===== src/rtl/serial_to_parallel.sv =====
// Serial-to-parallel converter: assembles WIDTH-bit words from a bit stream and
// offers them on a single-entry valid/ready output slot with sticky overflow.
module serial_to_parallel #(
    parameter int unsigned WIDTH     = 3,
    parameter bit          MSB_FIRST = 1'b1
) (
    input  logic             clk,
    input  logic             rst,
    input  logic             in,
    input  logic             in_valid,
    input  logic             sync,
    output logic [WIDTH-1:0] out,
    output logic             out_valid,
    input  logic             out_ready,
    output logic             busy,
    output logic             overflow,
    input  logic             clr_ovf
);

    localparam int unsigned    CntW    = $clog2(WIDTH + 1);
    localparam logic [CntW-1:0] LastCnt = CntW'(WIDTH - 1);

    logic [CntW-1:0]  cnt_q, cnt_d, pos;
    logic [WIDTH-1:0] collect_q, collect_d, candidate;
    logic [WIDTH-1:0] out_q, out_d;
    logic             out_valid_q, out_valid_d;
    logic             ovf_q, ovf_d;
    logic             busy_q, busy_d;
    logic             complete, consume;

    always_comb begin
        // A sync bit always lands in the first position of a fresh word.
        pos       = sync ? '0 : cnt_q;
        candidate = collect_q;
        for (int unsigned i = 0; i < WIDTH; i++) begin
            if (CntW'(MSB_FIRST ? (WIDTH - 1 - i) : i) == pos) begin
                candidate[i] = in;
            end
        end
        complete  = in_valid && (pos == LastCnt);
        consume   = out_valid_q && out_ready;

        collect_d = in_valid ? candidate : collect_q;
        cnt_d     = cnt_q;
        if (in_valid) begin
            cnt_d = complete ? '0 : pos + CntW'(1);
        end
        busy_d = (cnt_d != '0);

        out_d       = out_q;
        out_valid_d = out_valid_q;
        ovf_d       = clr_ovf ? 1'b0 : ovf_q;
        if (complete) begin
            if (!out_valid_q || out_ready) begin
                out_d       = candidate;
                out_valid_d = 1'b1;
            end else begin
                ovf_d = 1'b1;
            end
        end else if (consume) begin
            out_valid_d = 1'b0;
        end
    end

    always_ff @(posedge clk) begin
        if (rst) begin
            cnt_q       <= '0;
            collect_q   <= '0;
            out_q       <= '0;
            out_valid_q <= 1'b0;
            ovf_q       <= 1'b0;
            busy_q      <= 1'b0;
        end else begin
            cnt_q       <= cnt_d;
            collect_q   <= collect_d;
            out_q       <= out_d;
            out_valid_q <= out_valid_d;
            ovf_q       <= ovf_d;
            busy_q      <= busy_d;
        end
    end

    assign out       = out_q;
    assign out_valid = out_valid_q;
    assign overflow  = ovf_q;
    assign busy      = busy_q;

endmodule


===== config.mk =====
export PLATFORM = sky130hd
export DESIGN_NAME = serial_to_parallel
export DESIGN_NICKNAME = d
export VERILOG_FILES = /design/src/rtl/serial_to_parallel.sv
export SDC_FILE = /design/constraint.sdc
export NUM_CORES = 1
export LEC_CHECK = 0
export ABC_AREA = 1
export BUFFER_PORTS_ARGS = -buffer_cell sky130_fd_sc_hd__buf_2
export CAP_MARGIN = 40
export CORE_AREA = 2 2 39 41
export DETAILED_ROUTE_END_ITERATION = 10
export DIE_AREA = 0 0 41 43
export MAX_ROUTING_LAYER = met4
export PLACE_DENSITY_LB_ADDON = 0.2
export SLEW_MARGIN = 20
export SYNTH_ARGS = -nofsm -noshare
export SYNTH_HDL_FRONTEND = slang
export SYNTH_SLANG_ARGS = --single-unit

===== constraint.sdc =====
create_clock -name clk -period 1.2 [get_ports clk]
set_clock_uncertainty 0.2 [all_clocks]
set_input_delay 0.12 -clock clk [delete_from_list [all_inputs] [get_ports clk]]
set_output_delay 0.12 -clock clk [all_outputs]
set_load 0.01 [all_outputs]

### Yosys cells after proc, flatten, opt, wreduce, memory -nomap -nowiden

Cells that the tools add are included.

* memory bits (writable): 0
* flip-flop bits (word level): 11
* bits in read-only memories: 0
* output and inout bits: 6
* word-level logic and storage cells: 32
* bits in latches: 0
* bits of input ports: 7
* memories kept: 0

* shift-type cells: 0
* $lt $le $gt $ge: 0
* reductions and logical operators: 9
* div/mod/pow operators: 0
* $mul: 0
* mux-type cells: 12
* add/subtract/negate cells: 1
* equality and inequality tests: 4
* bitwise gates (word level): 0

Operators by type and width (number)
* $mux 1: 9
* $mux 2: 3
* $reduce_and 2->1: 2
* $reduce_bool 2->1: 2
* $add 2x1->2 const B: 1
* $eq 1x2->1 const A: 1
* $eq 2x2->1 const A: 1
* $eq 2x2->1 const B: 1
* $logic_and 1x1->1: 2
* $logic_not 2->1: 1
* $ne 2x1->1 const B: 1
* $logic_not 1->1: 1
* $logic_or 1x1->1: 1

### Logic depth before layout (Yosys ltp)

* depth after elaboration: 6
* gate-level depth with buffers: 7
* mapped depth without buffers: 7

### Least setup slack after synthesis

OpenSTA, ideal clock, no wires.

* path kind: reg2reg
* start point: reg out_valid_q (netlist: out_valid)
* end point: reg out_q[2] (netlist: out[2])
* path buffers: 0
* required time: 0.888 ns
* setup time: 0.112 ns
* stages on the path, launching flop included: 8
* path slack: -0.032 ns
* arrival: 0.920 ns
* clock period less this slack: 1.232 ns
* cell sequence: dfxtp_1 inv_1 nor2_1 inv_1 nand3_2 nand2_1 nand2_1 nor2_1

* word-level cells in the longest chain between the ends: 3

RTL lines
* start, declared: RTL line 26 `logic out_valid_q, out_valid_d;`
* start signal, assigned: RTL line 77 `out_valid_q <= out_valid_d;`
* $logic_not 1->1: RTL line 54 `if (!out_valid_q || out_ready) begin`
* $logic_or 1x1->1: RTL line 54
* $reduce_and 2->1 (no line)
* end signal, assigned: RTL line 76 `out_q <= out_d;`
* end, declared: RTL line 25 `logic [WIDTH-1:0] out_q, out_d;`

No other way between the ends.
A chain may end at the register's enable or synchronous reset.

### Worst setup path in the final report

* start point: reg cnt_q[0]
* end point: reg out_q[1] (netlist: out[1])

* word-level cells in the longest chain between the ends: 4
* elaborated cells on any way between the ends: 6
* those cells by class: eq/ne: 2; mux: 2; reduce/logical: 2

RTL lines
* start, declared: RTL line 23 `logic [CntW-1:0] cnt_q, cnt_d, pos;`
* start signal, assigned: RTL line 74 `cnt_q <= cnt_d;`
* $mux 2 *: RTL line 33 `pos = sync ? '0 : cnt_q;`
* $eq 2x2->1: RTL line 40 `complete = in_valid && (pos == LastCnt);`
* $logic_and 1x1->1: RTL line 40
* $reduce_and 2->1 (no line)

Every way passes the cells marked *; elsewhere a longest branch is shown, timed or not.

==> flow_summary.html <==
<table>
<tr><th>Metric</th><th>Value</th></tr>
<tr><th colspan="2">Outcome</th></tr>
<tr><td>Run status</td><td>finished with violations</td></tr>
<tr><td>Failing checks</td><td>hold timing</td></tr>
<tr><th colspan="2">Setup path</th></tr>
<tr><td>Max incr delay on CP</td><td>380 ps</td></tr>
<tr><td>Startpoint of the most critical setup path</td><td>cnt_q[0]$_SDFF_PP0_</td></tr>
<tr><td>Worst path required time</td><td>about 1200 ps</td></tr>
<tr><td>Length in cells of the worst reg-to-reg path</td><td>6</td></tr>
<tr><td>Maximum fanout count along the critical path</td><td>5</td></tr>
<tr><td>Count of buffering cells on the critical path with inverters included</td><td>1</td></tr>
<tr><td>Worst-path cell chain</td><td>inv_4 &gt; nand4_4 &gt; nor2_4 &gt; nand2_1 &gt; nand2_1 &gt; nor2_1</td></tr>
<tr><td>Reg-to-Reg Start</td><td>cnt_q[0]$_SDFF_PP0_</td></tr>
<tr><td>Type of element capturing the critical path</td><td>flip-flop</td></tr>
<tr><td>Signal arrival time at the worst endpoint</td><td>around 1200 ps</td></tr>
<tr><td>Destination of the worst register-to-register timing path</td><td>out[1]$_SDFFE_PP0P_</td></tr>
<tr><td>Slowest cell on the critical path</td><td>sky130_fd_sc_hd__dfxtp_4</td></tr>
<tr><td>FF-to-FF setup slack</td><td>around 2.6 ps</td></tr>
<tr><td>Top delay family on crit path</td><td>simple AND/OR/NAND/NOR gates</td></tr>
<tr><td>Category of the worst setup path launch point</td><td>flip-flop</td></tr>
<tr><td>Cell repeated most along the worst path</td><td>sky130_fd_sc_hd__nand2_1</td></tr>
<tr><td>Kind of critical path</td><td>reg -&gt; reg</td></tr>
<tr><th colspan="2">Power and ir drop</th></tr>
<tr><td>Combinational cell fraction of total power</td><td>17.0%</td></tr>
<tr><td>Internal Power</td><td>between 0.5 and 0.6 mW</td></tr>
<tr><td>Sequential fraction of design power</td><td>50.3%</td></tr>
<tr><td>Switching power as a share of total power</td><td>27.7%</td></tr>
<tr><td>Power consumption</td><td>~0.79 mW</td></tr>
<tr><td>Worst ir drop on vdd</td><td>0.711 mV</td></tr>
<tr><td>Clk network pwr share</td><td>between 30% and 40%</td></tr>
<tr><td>Net Switching</td><td>~0.22 mW</td></tr>
<tr><td>Power per unit of standard cell area</td><td>about 1000 nW/µm²</td></tr>
<tr><td>Leakage power total</td><td>about 0.36 nW</td></tr>
<tr><th colspan="2">Clock network</th></tr>
<tr><td># H-tree levels</td><td>1</td></tr>
<tr><td>Clk root buf</td><td>sky130_fd_sc_hd__clkbuf_4</td></tr>
<tr><td>Total CTS buffers</td><td>3</td></tr>
<tr><td>Insertion delay to the later sink of the worst-skew pair</td><td>270 ps</td></tr>
<tr><td>Clock-pin slew on the worst setup and hold paths</td><td>~70 ps</td></tr>
<tr><td>Worst-case clock buffer depth</td><td>2</td></tr>
<tr><td>Cts hold-fix bufs</td><td>7</td></tr>
<tr><td>CTS tree</td><td>built</td></tr>
<tr><td>Number of sinks handled by clock tree synthesis</td><td>11</td></tr>
<tr><th colspan="2">STA</th></tr>
<tr><td>Measured slew at the worst slew-check pin</td><td>roughly 300 ps</td></tr>
<tr><td>RSZ-0062 raised after global routing</td><td>yes</td></tr>
<tr><td>Final number of hold-violating endpoints</td><td>2</td></tr>
<tr><td>Fin crit period</td><td>~1200 ps</td></tr>
<tr><td>Fin Setup TNS</td><td>0 ps</td></tr>
<tr><td>Relative slew margins</td><td>between 70% and 80%</td></tr>
<tr><td>Worst slack on hold paths</td><td>-28.6 ps</td></tr>
<tr><td>Setup-failing EPs final</td><td>0</td></tr>
<tr><td>Number of slew-limit violations in the final report</td><td>0</td></tr>
<tr><td>Peak Freq</td><td>between 800 and 900 MHz</td></tr>
<tr><td>Crit path setup slack, layout</td><td>approximately 2.6 ps</td></tr>
<tr><td>Ratio of final minimum period to clock period</td><td>99.8%</td></tr>
<tr><th colspan="2">Synthesis</th></tr>
<tr><td>Synth cell count leaders</td><td>sky130_fd_sc_hd__nand2_1, sky130_fd_sc_hd__inv_1, sky130_fd_sc_hd__nor2_1</td></tr>
<tr><td>Number of storage elements in the synthesis netlist</td><td>11</td></tr>
<tr><td>Syn nets</td><td>85</td></tr>
<tr><td>Post-synthesis instance area</td><td>about 530 µm²</td></tr>
<tr><td>Count of flip-flops with a built-in enable after synthesis</td><td>0</td></tr>
<tr><td>Average cell area after synthesis</td><td>~6.8 µm²</td></tr>
<tr><td>Count of unique library cells instantiated by Yosys</td><td>15</td></tr>
<tr><td>Async S/R FF share, synth</td><td>0%</td></tr>
<tr><td>Synth warnings</td><td>0</td></tr>
<tr><td>Flip-flop cell with the highest count after synthesis</td><td>sky130_fd_sc_hd__dfxtp_1</td></tr>
<tr><td>Share of the synthesized area in the top cell type</td><td>41.7%</td></tr>
<tr><td>Top area cells in the synthesized netlist</td><td>sky130_fd_sc_hd__dfxtp_1, sky130_fd_sc_hd__nand2_1, sky130_fd_sc_hd__inv_1</td></tr>
<tr><td>Most used standard cell by instance count after synthesis</td><td>sky130_fd_sc_hd__nand2_1</td></tr>
<tr><td>Register area share after synthesis</td><td>around two fifths</td></tr>
<tr><td>Post-synthesis cell type with the largest combined area</td><td>sky130_fd_sc_hd__dfxtp_1</td></tr>
<tr><td>Cell count after synthesis</td><td>78</td></tr>
<tr><th colspan="2">Run</th></tr>
<tr><td>Number of max-capacitance violations reported</td><td>0</td></tr>
<tr><th colspan="2">Placement</th></tr>
<tr><td>Setup WS pre-CTS</td><td>-34.2 ps</td></tr>
<tr><td>Port Buffer Count</td><td>12</td></tr>
<tr><td>Hpwl dp</td><td>~740 µm</td></tr>
<tr><td>Cell total after placement</td><td>approximately 110</td></tr>
<tr><td>Area after DPL</td><td>607 µm²</td></tr>
<tr><td>Final weighted congestion in routability-driven placement</td><td>0.777</td></tr>
<tr><th colspan="2">Global routing</th></tr>
<tr><td>Global-route wire length before repair</td><td>1720 µm</td></tr>
<tr><td>Congestion Overflow GR</td><td>0</td></tr>
<tr><td>Number of antenna violations at the first check in global routing</td><td>0</td></tr>
<tr><td>Number of global-route vias before repair</td><td>just over 400</td></tr>
<tr><td>GRT Util Overall</td><td>15.4%</td></tr>
<tr><td>Pin count of the biggest net entering global routing</td><td>9</td></tr>
<tr><th colspan="2">Die</th></tr>
<tr><td>Die Outline Area</td><td>roughly 1800 µm²</td></tr>
<tr><td>Number of top-level pins</td><td>13</td></tr>
<tr><td>Core Area</td><td>roughly 1400 µm²</td></tr>
<tr><td>Placement Rows</td><td>14</td></tr>
<tr><td>Die Span X</td><td>about 40 µm</td></tr>
<tr><td>Die extent in y</td><td>about 43 µm</td></tr>
<tr><td>Initial Util</td><td>38.2%</td></tr>
<tr><th colspan="2">Final layout</th></tr>
<tr><td>Relative area change from synthesis to final layout</td><td>44.5%</td></tr>
<tr><td>Number of filler instances in the final layout</td><td>between 100 and 150</td></tr>
<tr><td>Number of antenna diodes</td><td>0</td></tr>
<tr><td>Final instance area</td><td>about 760 µm²</td></tr>
<tr><td>Number of nets in the finished design</td><td>about 110</td></tr>
<tr><td>Share of the core filled with cells in the final layout</td><td>between 50% and 60%</td></tr>
<tr><td>Final std cells w/o fill</td><td>around 120</td></tr>
<tr><td>Share of final-layout standard cells stronger than drive strength 1</td><td>between 30% and 40%</td></tr>
<tr><th colspan="2">Drt</th></tr>
<tr><td>1st-iter DRT viols</td><td>7</td></tr>
<tr><td>Post-detailed-route count of antenna-violating nets</td><td>0</td></tr>
<tr><td>DRC</td><td>0</td></tr>
<tr><td>Vias</td><td>~540</td></tr>
<tr><td>Total wire length after detailed routing</td><td>roughly 1200 µm</td></tr>
<tr><td>Drt wl/cell</td><td>between 9 and 10 µm</td></tr>
<tr><td>Via-to-Cell Ratio</td><td>4.52</td></tr>
<tr><td>Iteration count of the initial detailed-routing pass</td><td>4</td></tr>
<tr><th colspan="2">Worst hold path</th></tr>
<tr><td>HP Start</td><td>out_ready</td></tr>
<tr><td>Class of the most critical hold timing path</td><td>in -&gt; reg</td></tr>
<tr><td>Worst-case hold path end point</td><td>overflow$_SDFF_PP0_</td></tr>
<tr><td>Number of cells on the worst hold path</td><td>4</td></tr>
</table>
## cell type report
class	instances	area (µm²)	area share, %
Inverter	15	58.8	7.70
Clock buffer	4	26.3	3.44
Tap cell	16	20.0	2.62
Timing Repair Buffer	22	153	20.0
Multi-Input combinational cell	51	278	36.4
Sequential cell	11	228	29.8
## repair_timing
| item | 4_1_cts | 5_1_grt |
|---|---|---|
| setup buffers | 0 | 2 |
| cloned | 0 | 0 |
| hold endpoints to repair | 5 | 2 |
| gates resized for setup | 2 | 11 |
| pin swaps | 0 | 4 |
| endpoints found under the setup margin | 4 | 7 |
## cell families (layout without fill, tap and decap cells)
group	Yosys count	count (layout)	synth area share (%)
flops	11	11	41.7
simple gates	40	40	34.4
compound gates	11	11	11.1
buf+inv	16	41	12.8
## flip-flops by register name (all words and copies together) (netlist names)
register	count
collect_q	3
out	3
out_valid	1
cnt_q	2
overflow	1
busy	1
## tightest hold or removal path: cells and delay by family
| family | cells | cell delay (ps) |
|---|---|---|
| AND/OR/NAND/NOR | 2 | 120 |
| buffers and inverters | 1 | 100 |
| AO/OA/AOI/OAI | 1 | 60 |
## power by group through the flow
stage / sequential, mW / combinational (mW) / clock (mW)
after floorplan: 0.404 / 0.0661 / 0
after global placement: 0.401 / 0.0990 / 0
after detailed placement: 0.402 / 0.0998 / 0
after CTS: 0.395 / 0.121 / 0.265
after global routing: 0.400 / 0.151 / 0.281
final: 0.398 / 0.134 / 0.259
## worst max-delay path by stage
stage,endpoint,cells past startpoint
2_1_floorplan,out[2]$_SDFFE_PP0P_,7
3_3_place_gp,out[1]$_SDFFE_PP0P_,6
3_5_place_dp,out[1]$_SDFFE_PP0P_,6
4_1_cts,collect_q[2]$_SDFFE_PP0P_,4
5_1_grt,out[2]$_SDFFE_PP0P_,6
6_report,out[1]$_SDFFE_PP0P_,6
## layout by cell type (no fill, tap or decap)
| cell | Yosys | final |
|---|---|---|
| sky130_fd_sc_hd__inv_2 | 2 | 1 |
| sky130_fd_sc_hd__o21ai_0 | 4 | 4 |
| sky130_fd_sc_hd__inv_4 | 0 | 1 |
| sky130_fd_sc_hd__dfxtp_1 | 11 | 9 |
| sky130_fd_sc_hd__nand3_1 | 5 | 4 |
| sky130_fd_sc_hd__nand4_4 | 0 | 1 |
| sky130_fd_sc_hd__nand2_1 | 18 | 15 |
| sky130_fd_sc_hd__nor2_4 | 1 | 3 |
| sky130_fd_sc_hd__buf_4 | 0 | 3 |
| sky130_fd_sc_hd__a21oi_1 | 4 | 4 |
| sky130_fd_sc_hd__buf_2 | 0 | 12 |
| sky130_fd_sc_hd__o21ai_2 | 1 | 2 |
| sky130_fd_sc_hd__nand2_2 | 0 | 3 |
| sky130_fd_sc_hd__inv_1 | 13 | 13 |
| sky130_fd_sc_hd__clkbuf_1 | 0 | 1 |
| sky130_fd_sc_hd__o21ai_1 | 2 | 1 |
| sky130_fd_sc_hd__nor2_1 | 13 | 12 |
| sky130_fd_sc_hd__clkbuf_4 | 0 | 3 |
| sky130_fd_sc_hd__nand3_2 | 1 | 2 |
| sky130_fd_sc_hd__dlygate4sd3_1 | 0 | 7 |
| sky130_fd_sc_hd__dfxtp_4 | 0 | 2 |
## routing by layer
layer | GRT usage [%] | vias to the layer above | part of all wire [%]
met4 | 10.0 | 0 | 2.1
met2 | 20.3 | 13 | 46
li1 | - | 291 | -
met5 | - | - | 0
met1 | 19.6 | 230 | 47
met3 | 4.71 | 4 | 4.8
(Power assumes the default switching activity.)
